--- config.mk ---
export PLATFORM = sky130hd
export DESIGN_NAME = keypad_bcd_entry
export DESIGN_NICKNAME = d
export VERILOG_FILES = /design/src/rtl/keypad_pkg.sv /design/src/rtl/keypad_scan.sv /design/src/rtl/keypad_bcd_entry.sv
export SDC_FILE = /design/constraint.sdc
export NUM_CORES = 1
export LEC_CHECK = 0
export CAP_MARGIN = 20
export CORE_MARGIN = 2
export CORE_UTILIZATION = 40
export CTS_BUF_LIST = sky130_fd_sc_hd__clkbuf_4 sky130_fd_sc_hd__clkbuf_8
export CTS_CLUSTER_DIAMETER = 150
export DETAILED_ROUTE_END_ITERATION = 6
export GPL_TIMING_DRIVEN = 1
export PLACE_DENSITY = 0.67
export SKIP_CTS_REPAIR_TIMING = 1
export SYNTH_ARGS = -nofsm -noshare
export SYNTH_HDL_FRONTEND = slang
export SYNTH_HIERARCHICAL = 1
export SYNTH_SLANG_ARGS = --single-unit
--- constraint.sdc ---
create_clock -name clk_in -period 4.2 [get_ports clk_in]
set_input_delay 0.84 -clock clk_in [delete_from_list [all_inputs] [get_ports clk_in]]
set_output_delay 0.84 -clock clk_in [all_outputs]
set_load 0.02 [all_outputs]
--- src/rtl/keypad_pkg.sv ---
// Shared definitions for the keypad BCD entry block: key codes, keypad map,
// FSM encoding and one shift/subtract-3 step of the BCD-to-binary converter.
package keypad_pkg;

    typedef logic [4:0] key_code_t;

    localparam key_code_t KEY_0     = 5'd0;
    localparam key_code_t KEY_1     = 5'd1;
    localparam key_code_t KEY_2     = 5'd2;
    localparam key_code_t KEY_3     = 5'd3;
    localparam key_code_t KEY_4     = 5'd4;
    localparam key_code_t KEY_5     = 5'd5;
    localparam key_code_t KEY_6     = 5'd6;
    localparam key_code_t KEY_7     = 5'd7;
    localparam key_code_t KEY_8     = 5'd8;
    localparam key_code_t KEY_9     = 5'd9;
    localparam key_code_t KEY_STAR  = 5'd10;
    localparam key_code_t KEY_HASH  = 5'd11;
    localparam key_code_t KEY_A     = 5'd12;
    localparam key_code_t KEY_B     = 5'd13;
    localparam key_code_t KEY_C     = 5'd14;
    localparam key_code_t KEY_D     = 5'd15;
    localparam key_code_t KEY_NONE  = 5'd16;
    localparam key_code_t KEY_MULTI = 5'd17;

    typedef enum logic [1:0] {
        ST_IDLE = 2'd0,
        ST_CONV = 2'd1,
        ST_HOLD = 2'd2
    } state_t;

    // Keypad map, index = row*4 + col.
    function automatic key_code_t key_lookup(input logic [3:0] idx);
        case (idx)
            4'd0:    key_lookup = KEY_1;
            4'd1:    key_lookup = KEY_2;
            4'd2:    key_lookup = KEY_3;
            4'd3:    key_lookup = KEY_A;
            4'd4:    key_lookup = KEY_4;
            4'd5:    key_lookup = KEY_5;
            4'd6:    key_lookup = KEY_6;
            4'd7:    key_lookup = KEY_B;
            4'd8:    key_lookup = KEY_7;
            4'd9:    key_lookup = KEY_8;
            4'd10:   key_lookup = KEY_9;
            4'd11:   key_lookup = KEY_C;
            4'd12:   key_lookup = KEY_STAR;
            4'd13:   key_lookup = KEY_0;
            4'd14:   key_lookup = KEY_HASH;
            4'd15:   key_lookup = KEY_D;
            default: key_lookup = KEY_NONE;
        endcase
    endfunction

    // Shift {bcd, bin} right one place, then pull 3 from any BCD nibble >= 8.
    function automatic logic [23:0] conv_step(input logic [23:0] r);
        logic [23:0] t;
        t = r >> 1;
        for (int i = 0; i < 3; i++) begin
            if (t[12 + 4*i + 3])
                t[12 + 4*i +: 4] = t[12 + 4*i +: 4] - 4'd3;
        end
        return t;
    endfunction

endpackage

--- src/rtl/keypad_scan.sv ---
// Keypad column scanner: row synchronizer, column stepping, per-frame decode
// into a single key / NONE / MULTI, and frame-count debounce with press events.
module keypad_scan
    import keypad_pkg::*;
#(
    parameter int SCAN_DIV       = 50000,
    parameter int DEBOUNCE_SCANS = 4
) (
    input  logic      clk_in,
    input  logic      rst_n,
    input  logic [3:0] row_in,
    output logic [3:0] col_out,
    output logic      key_evt,
    output key_code_t key_code
);

    localparam int DIV_W = $clog2(SCAN_DIV + 1);
    localparam int DB_W  = $clog2(DEBOUNCE_SCANS + 1);

    logic [3:0]       row_meta, row_sync;
    logic [DIV_W-1:0] div_cnt;
    logic [1:0]       col_idx;
    logic [1:0]       hits_acc;     // keys seen this frame: 0, 1, 2 = two or more
    key_code_t        code_acc;
    key_code_t        cand, stable;
    logic [DB_W-1:0]  cand_cnt;

    logic            sample;
    logic [3:0]      down;
    logic [2:0]      col_hits;
    logic [1:0]      row_hit;
    logic [1:0]      hits_nxt;
    key_code_t       code_nxt, frame_res;
    logic [DB_W-1:0] cnt_nxt;
    logic            accept;

    assign sample  = (div_cnt == DIV_W'(SCAN_DIV - 1));
    assign down    = ~row_sync;
    assign col_out = ~(4'b0001 << col_idx);

    always_comb begin
        col_hits = '0;
        row_hit  = '0;
        for (int r = 0; r < 4; r++) begin
            if (down[r]) begin
                col_hits = col_hits + 3'd1;
                row_hit  = 2'(r);
            end
        end
        hits_nxt = hits_acc;
        code_nxt = code_acc;
        if (col_hits != 3'd0) begin
            if (hits_acc == 2'd0 && col_hits == 3'd1) begin
                hits_nxt = 2'd1;
                code_nxt = key_lookup({row_hit, col_idx});
            end else begin
                hits_nxt = 2'd2;
            end
        end
        frame_res = KEY_NONE;
        if (hits_nxt == 2'd1)
            frame_res = code_nxt;
        else if (hits_nxt == 2'd2)
            frame_res = KEY_MULTI;
        if (frame_res == cand)
            cnt_nxt = (cand_cnt == DB_W'(DEBOUNCE_SCANS)) ? cand_cnt : cand_cnt + DB_W'(1);
        else
            cnt_nxt = DB_W'(1);
        accept = (cnt_nxt == DB_W'(DEBOUNCE_SCANS)) && (frame_res != stable);
    end

    always_ff @(posedge clk_in or negedge rst_n) begin
        if (!rst_n) begin
            row_meta <= 4'hF;
            row_sync <= 4'hF;
            div_cnt  <= '0;
            col_idx  <= '0;
            hits_acc <= '0;
            code_acc <= KEY_NONE;
            cand     <= KEY_NONE;
            cand_cnt <= '0;
            stable   <= KEY_NONE;
            key_evt  <= 1'b0;
            key_code <= KEY_NONE;
        end else begin
            row_meta <= row_in;
            row_sync <= row_meta;
            key_evt  <= 1'b0;
            if (!sample) begin
                div_cnt <= div_cnt + DIV_W'(1);
            end else begin
                div_cnt <= '0;
                col_idx <= col_idx + 2'd1;
                if (col_idx != 2'd3) begin
                    hits_acc <= hits_nxt;
                    code_acc <= code_nxt;
                end else begin
                    hits_acc <= '0;
                    code_acc <= KEY_NONE;
                    cand     <= frame_res;
                    cand_cnt <= cnt_nxt;
                    if (accept) begin
                        stable <= frame_res;
                        // Only a NONE -> single key transition is a press event.
                        if (stable == KEY_NONE && !frame_res[4]) begin
                            key_evt  <= 1'b1;
                            key_code <= frame_res;
                        end
                    end
                end
            end
        end
    end

endmodule

--- src/rtl/keypad_bcd_entry.sv ---
// Keypad operand entry: accumulates up to three BCD digits, converts them to
// binary with a 12-step shift/subtract-3 loop, and offers the result via valid/ready.
module keypad_bcd_entry
    import keypad_pkg::*;
#(
    parameter int SCAN_DIV       = 50000,
    parameter int DEBOUNCE_SCANS = 4
) (
    input  logic        clk_in,
    input  logic        rst_n,
    input  logic [3:0]  row_in,
    output logic [3:0]  col_out,
    output logic [11:0] digits_out,
    output logic [11:0] bin_out,
    output logic        bin_valid,
    input  logic        bin_ready,
    output logic        busy
);

    logic      key_evt;
    key_code_t key_code;

    keypad_scan #(
        .SCAN_DIV       (SCAN_DIV),
        .DEBOUNCE_SCANS (DEBOUNCE_SCANS)
    ) u_scan (
        .clk_in   (clk_in),
        .rst_n    (rst_n),
        .row_in   (row_in),
        .col_out  (col_out),
        .key_evt  (key_evt),
        .key_code (key_code)
    );

    state_t      state, state_nxt;
    logic [1:0]  count, count_nxt;
    logic [11:0] digits_nxt, bin_nxt;
    logic [23:0] sr, sr_nxt, sr_step;
    logic [3:0]  iter, iter_nxt;

    assign sr_step = conv_step(sr);

    always_ff @(posedge clk_in or negedge rst_n) begin
        if (!rst_n) begin
            state      <= ST_IDLE;
            count      <= '0;
            digits_out <= '0;
            bin_out    <= '0;
            sr         <= '0;
            iter       <= '0;
        end else begin
            state      <= state_nxt;
            count      <= count_nxt;
            digits_out <= digits_nxt;
            bin_out    <= bin_nxt;
            sr         <= sr_nxt;
            iter       <= iter_nxt;
        end
    end

    always_comb begin
        state_nxt  = state;
        count_nxt  = count;
        digits_nxt = digits_out;
        bin_nxt    = bin_out;
        sr_nxt     = sr;
        iter_nxt   = iter;
        bin_valid  = 1'b0;
        busy       = 1'b0;
        case (state)
            ST_IDLE: begin
                if (key_evt) begin
                    if (key_code <= KEY_9) begin
                        if (count != 2'd3) begin
                            digits_nxt = {digits_out[7:0], key_code[3:0]};
                            count_nxt  = count + 2'd1;
                        end
                    end else if (key_code == KEY_STAR) begin
                        digits_nxt = '0;
                        count_nxt  = '0;
                    end else if (key_code == KEY_HASH && count != 2'd0) begin
                        sr_nxt    = {digits_out, 12'h000};
                        iter_nxt  = '0;
                        state_nxt = ST_CONV;
                    end
                end
            end
            ST_CONV: begin
                busy     = 1'b1;
                sr_nxt   = sr_step;
                iter_nxt = iter + 4'd1;
                if (iter == 4'd11) begin
                    bin_nxt   = sr_step[11:0];
                    state_nxt = ST_HOLD;
                end
            end
            ST_HOLD: begin
                busy      = 1'b1;
                bin_valid = 1'b1;
                if (bin_ready) begin
                    digits_nxt = '0;
                    count_nxt  = '0;
                    state_nxt  = ST_IDLE;
                end
            end
            default: state_nxt = ST_IDLE;
        endcase
    end

endmodule

== Word level (Yosys, flattened, before mapping) ==
Memory sizes are Yosys's and may differ from the RTL's.
Cells that the tools add are included.

* Memories kept: 1
* Input port bits: 7
* ROM bits: 64
* Register bits: 108

{| class="wikitable"
|+ Memories
! name !! words !! width !! rd ports !! clocked after memory_dff !! wr ports !! line !! RTL
|-
| (no name shown) || 16 || 4 || 1 || 0 || 0 || keypad_pkg.sv:34 || <nowiki>case (idx)</nowiki>
|}

* Add/subtract/negate cells: 10
* Shifts and indexed selects: 1
* Reduce and logical (&&, ||, !) cells: 19
* Equal/unequal tests: 24
* Magnitude comparators: 1
* Bitwise logic cells: 3
* Multiplexer cells: 54

{| class="wikitable"
|+ Operators by type and width
! operator !! number
|-
| 24-bit 2-to-1 mux || 4
|-
| 12-bit 2-to-1 mux || 5
|-
| 24-bit case mux with 2 select lines || 1
|-
| 2-bit 2-to-1 mux || 15
|-
| 4-bit 2-to-1 mux || 6
|-
| 12-bit case mux with 2 select lines || 1
|-
| 5-bit 2-to-1 mux || 4
|-
| 16-bit by 1-bit adder with 16-bit output (second input constant) || 1
|-
| 16-bit equality test (second input constant) || 1
|-
| 16-bit 2-to-1 mux || 1
|-
| 3-bit 2-to-1 mux || 5
|-
| 2-bit != test (second input constant) || 7
|-
| 5-bit by 4-bit equality test with 1-bit output (second input constant) || 2
|-
| 5-bit AND reduction || 2
|-
| 3-bit by 1-bit adder with 3-bit output (second input constant) || 3
|-
| 1-bit 2-to-1 mux || 9
|-
| 4-bit inverter || 2
|-
| 4-bit case mux with 2 select lines || 1
|-
| 4-bit by 2-bit subtractor with 4-bit output (second input constant) || 2
|-
| 3-bit equality test (second input constant) || 2
|-
| 3-bit != test (second input constant) || 2
|-
| 2-bit case mux with 3 select lines || 1
|-
| 6-bit AND reduction || 1
|-
| 2-bit nonzero test || 3
|-
| other kinds (23) || 31
|}

== Logic depth before layout (Yosys ltp) ==
* Word-level depth: 22
* Depth in mapped cells: 13
* Mapped depth without buffers: 12

== By module ==
Netlist, hierarchy kept.

{| class="wikitable"
|+ By module, submodules not included
! module !! instances !! cells each !! area each (sq um) !! seq. area each (sq um)
|-
| keypad_scan || 1 || 302 || 2935.3 || 1316.3
|-
| keypad_bcd_entry || 1 || 216 || 2539.9 || 1376.3
|}

== Worst setup path after synthesis ==
No wires, ideal clock.

* Path kind: register to register
* Start: register u_scan.row_sync[1]
* End: register u_scan.key_code[0]
* Arrival time: 3727 ps
* Slack: 346 ps
* Stages on the path, launching flop included: 13
* Period minus slack after synthesis: 3854 ps
* Path through: dfstp_2 -> inv_1 -> ha_1 -> buf_2 -> xnor2_1 -> ha_1 -> nor2b_1 -> a31o_2 -> nor3_1 -> nand2_1 -> a2111o_1 -> nor4_4 -> mux2_1

* Longest elaborated chain between the ends: 18

{| class="wikitable"
|+ Ends and longest elaborated chain
! element !! line !! RTL
|-
| start: declaration || keypad_scan.sv:20 || <nowiki>logic [3:0] row_meta, row_sync;</nowiki>
|-
| start signal: assignment || keypad_scan.sv:87 || <nowiki>row_sync <= row_meta;</nowiki>
|-
| 4-bit inverter (*) || keypad_scan.sv:38 || <nowiki>assign down = ~row_sync;</nowiki>
|-
| 3-bit 2-to-1 mux || keypad_scan.sv:45 || <nowiki>if (down[r]) begin</nowiki>
|-
| 3-bit by 1-bit adder with 3-bit output || keypad_scan.sv:46 || <nowiki>col_hits = col_hits + 3'd1;</nowiki>
|-
| 3-bit 2-to-1 mux || keypad_scan.sv:45 ||
|-
| 3-bit by 1-bit adder with 3-bit output || keypad_scan.sv:46 ||
|-
| 3-bit 2-to-1 mux || keypad_scan.sv:45 ||
|-
| 3-bit by 1-bit equality test with 1-bit output || keypad_scan.sv:53 || <nowiki>if (hits_acc == 2'd0 && col_hits == 3'd1) begin</nowiki>
|-
| 1-bit logical AND || keypad_scan.sv:53 ||
|-
| [2 not listed] || -- ||
|-
| 2-bit equality test || keypad_scan.sv:63 || <nowiki>else if (hits_nxt == 2'd2)</nowiki>
|-
| 1-bit 2-to-1 mux || keypad_scan.sv:63 ||
|-
| 5-bit 2-to-1 mux (*) || keypad_scan.sv:61 || <nowiki>if (hits_nxt == 2'd1)</nowiki>
|-
| 5-bit equality test || keypad_scan.sv:65 || <nowiki>if (frame_res == cand)</nowiki>
|-
| 3-bit 2-to-1 mux || keypad_scan.sv:65 ||
|-
| 3-bit equality test || keypad_scan.sv:69 || <nowiki>accept = (cnt_nxt == DB_W'(DEBOUNCE_SCANS)) && (frame_res != stable);</nowiki>
|-
| 1-bit logical AND || keypad_scan.sv:69 ||
|-
| 4-bit AND reduction (no line) || -- ||
|-
| end signal: assignment || keypad_scan.sv:107 || <nowiki>key_code <= frame_res;</nowiki>
|-
| end: declaration || keypad_scan.sv:14 || <nowiki>output key_code_t key_code</nowiki>
|}

Every way passes the cells marked *; elsewhere a longest branch is shown, timed or not.
A chain may end at the register's enable or synchronous reset.

== Worst setup path after layout ==
Same ends and word-level chain as after synthesis.

==> results.md <==
- Status: finished clean
- Initial core utilization: 0.412
- First-pass GRT wire length: 19900 um
- CP Cell Sequence: inv_1, ha_1, xnor2_1, ha_1, nor2b_1, a31o_2, a2111oi_4, xnor2_1, a2111o_1, nor4_4, mux2_1
- FF-to-FF Start: u_scan/row_sync[1]$_DFF_PN1_
- Critical Path End Type: register
- Core Box Area: 13300 um^2
- Slew HR: 0.456
- Syn Area/Cell: 10.6 um^2
- CTS tree: yes
- Most frequent cells in the layout: dfrtp_1 (95), nand2_1 (47), nor2_1 (35), clkdlybuf4s50_1 (35), inv_1 (30)
- Sequential share of power: 0.571
- Synth unique cells: 72
- Wire length after detailed routing: 11300 um
- IO buf count: 36
- Yosys warns: 6
- Worst-Margin Slew: 795 ps
- Leak: 2.70 nW
- Layout cells sized above 1: 0.127
- Final Hold Fails: 0
- Cells after DPL: 713
- Worst EP required: 4470 ps
- Unrepaired setup endpoints after global routing: no
- Hold WC Path Type: reg -> reg
- HPWL Detailed: 8100 um
- Worst EP arrival: 4230 ps
- Via count: 4003
- Ys flop type: dfrtp_1
- CTS sink count: 107
- Net Sw Frac: 0.249
- Clock Latency Late Sink: 380 ps
- Worst path max stage delay: 600 ps
- Clk slew on worst S/H paths: 100 ps
- First DRT Iteration DRCs: 323
- Synthesized Nets: 544
- Die area: 14600 um^2
- Max Cap Viol: 0
- # diodes: 0
- Fmax: 0.252 GHz
- Max Slew Vio Count: 0
- Die width: 121 um
- Critical Path Source: u_scan/row_sync[1]$_DFF_PN1_
- Gr ovfl total: 0
- Worst path slowest cell: dfstp_2
- IO Pins: 37
- Placement row count: 42
- Clock power share: 0.341
- Seq/Total Area, Yosys: 0.492
- Net Sw Power: 0.000455 W
- Final setup violation count: 0
- Pwr/cell area: 294 nW/um^2
- Placer Congestion: 0.911
- Internal: 0.00137 W
- Vias in the first global route: 4102
- R2R Path End: u_scan/key_code[0]$_DFFE_PN0P_
- Vias per inst: 5.46
- Drt drc: 0
- Maximum number of pins on one net before global-route repair: 41
- Total CTS buffers: 9
- DRT antenna net count: 0
- CP Launch Type: register
- Number of antenna violations at the first check in global routing: 0
- Post-synthesis cell count: 518
- Pre-CTS setup slack: 170 ps
- Post-synthesis cell area: 5480 um^2
- Fin cells: 733
- Finished Core Util: 0.468
- DIE HEIGHT: 121 um
- CTS max path bufs: 2
- Worst VDD drop: 0.230 mV
- Final setup margin: 235 ps
- H-tree Lvls: 3
- Async S/R FF share, synth: 1.00
- Register bit total from synthesis: 107
- Final cycle utilization of the critical path: 0.944
- CTS root buf: clkbuf_8
- Worst clock skew: 15.4 ps
- Number of buffers and inverters on the critical path: 1
- Nets: 580
- Number of stages on the worst setup path: 11
- Tot Pwr: 0.00183 W
- R2r worst-path depth: 11
- R2R Setup Slk: 240 ps
- Post-synth EDFFs: 0
- Gr usage total: 0.169
- CP Class: reg -> reg
- Wirelength per Cell: 15.5 um
- Crit path time final: 3960 ps
- Setup TNS: 0 ps
- CP delay by family, top: compound AO/OA/AOI/OAI gates
- Comb power frac: 0.088
- Commonest non-fill, non-tap cell in the layout: dfrtp_1
- Area Overhead vs Synth: 13.6%
- Setup crit end: u_scan/key_code[0]$_DFFE_PN0P_
- Drt pass-1 iters: 4
- Largest fanout on the critical path: 7
## cell usage after synthesis (all sizes together), types with 4 or more instances
library cell | number | area [um^2]
nor3 | 5 | 30.0
nand2b | 10 | 70.1
xor2 | 9 | 78.8
o22ai | 7 | 43.8
nor2b | 9 | 56.3
a22o | 26 | 228
a31oi | 8 | 50.1
mux2 | 21 | 236
ha | 19 | 238
o31ai | 4 | 30.0
dfstp | 12 | 315
nor2 | 36 | 138
a21oi | 17 | 88.8
nand2 | 47 | 176
buf | 13 | 82.6
clkbuf | 9 | 33.8
inv | 30 | 113
nand3 | 12 | 60.1
o21ai | 30 | 150
dfrtp | 95 | 2380
xnor2 | 16 | 140
and3 | 5 | 31.3
mux2i | 9 | 90.1
a211oi | 7 | 52.6
## flip-flops by register name, summed over array words and instances, names as in the netlist, 3 cells and up
name,flops
bin_out,12
digits_out,12
iter,4
sr,23
u_scan/cand,5
u_scan/cand_cnt,3
u_scan/code_acc,5
u_scan/div_cnt,16
u_scan/key_code,5
u_scan/row_meta,4
u_scan/row_sync,4
u_scan/stable,5
## kinds of logic (layout without fill, tap and decap cells)
kind of cell    after synthesis  count (layout)  synth area share
simple gates                154             154             0.147
buf+inv                      53              92            0.0425
flops                       107             107             0.492
xor+xnor                     26              26            0.0443
compound gates              129             129             0.171
fa+ha+maj                    19              19            0.0434
mux                          30              30            0.0596
## worst min-delay path by stage
stage                                              end  depth (start not counted)  slack [ps]                         start
after floorplan           u_scan/row_sync[0]$_DFF_PN1_                          0         350  u_scan/row_meta[0]$_DFF_PN1_
after global placement    u_scan/row_sync[3]$_DFF_PN1_                          0         350  u_scan/row_meta[3]$_DFF_PN1_
after detailed placement  u_scan/row_sync[3]$_DFF_PN1_                          0         350  u_scan/row_meta[3]$_DFF_PN1_
after CTS                 u_scan/row_sync[3]$_DFF_PN1_                          0         360  u_scan/row_meta[3]$_DFF_PN1_
after global routing                 sr[2]$_DFFE_PN0P_                          1         370                         rst_n
final                     u_scan/row_sync[3]$_DFF_PN1_                          0         360  u_scan/row_meta[3]$_DFF_PN1_
## metal layers
layer | GRT usage | wire length, um | up-vias
li1 | - | - | 1913
met1 | 0.214 | 5160 | 1998
met2 | 0.285 | 5550 | 78
met3 | 0.0470 | 483 | 14
met4 | 0.0429 | 138 | 0
met5 | 0 | 0 | -
## stage by stage
| step | hold slack (ps) | cell area [um^2] |
|---|---|---|
| 2_1_floorplan | 345 | 5480 |
| 3_3_place_gp | 346 | 5970 |
| 3_5_place_dp | 348 | 5970 |
| 4_1_cts | 361 | 6160 |
| 5_1_grt | 367 | 6220 |
| 6_report | 359 | 6220 |
## final cells by class
type | instances | area (um^2)
clock buffer | 9 | 124
inverter | 31 | 116
fill | 1254 | 7080
sequential | 107 | 2690
multi-input combinational | 358 | 2550
clock inverter | 5 | 62.6
tap | 176 | 220
timing repair buffer | 47 | 448
## power by group through the flow
stage | Clock (W) | Combinational, W | Sequential (W)
after floorplan | 0 | 0.000102 | 0.00106
after global placement | 0 | 0.000145 | 0.00106
after detailed placement | 0 | 0.000149 | 0.00106
after CTS | 0.000650 | 0.000150 | 0.00104
after global routing | 0.000697 | 0.000180 | 0.00104
final | 0.000622 | 0.000161 | 0.00104
(Power assumes the default switching activity.)
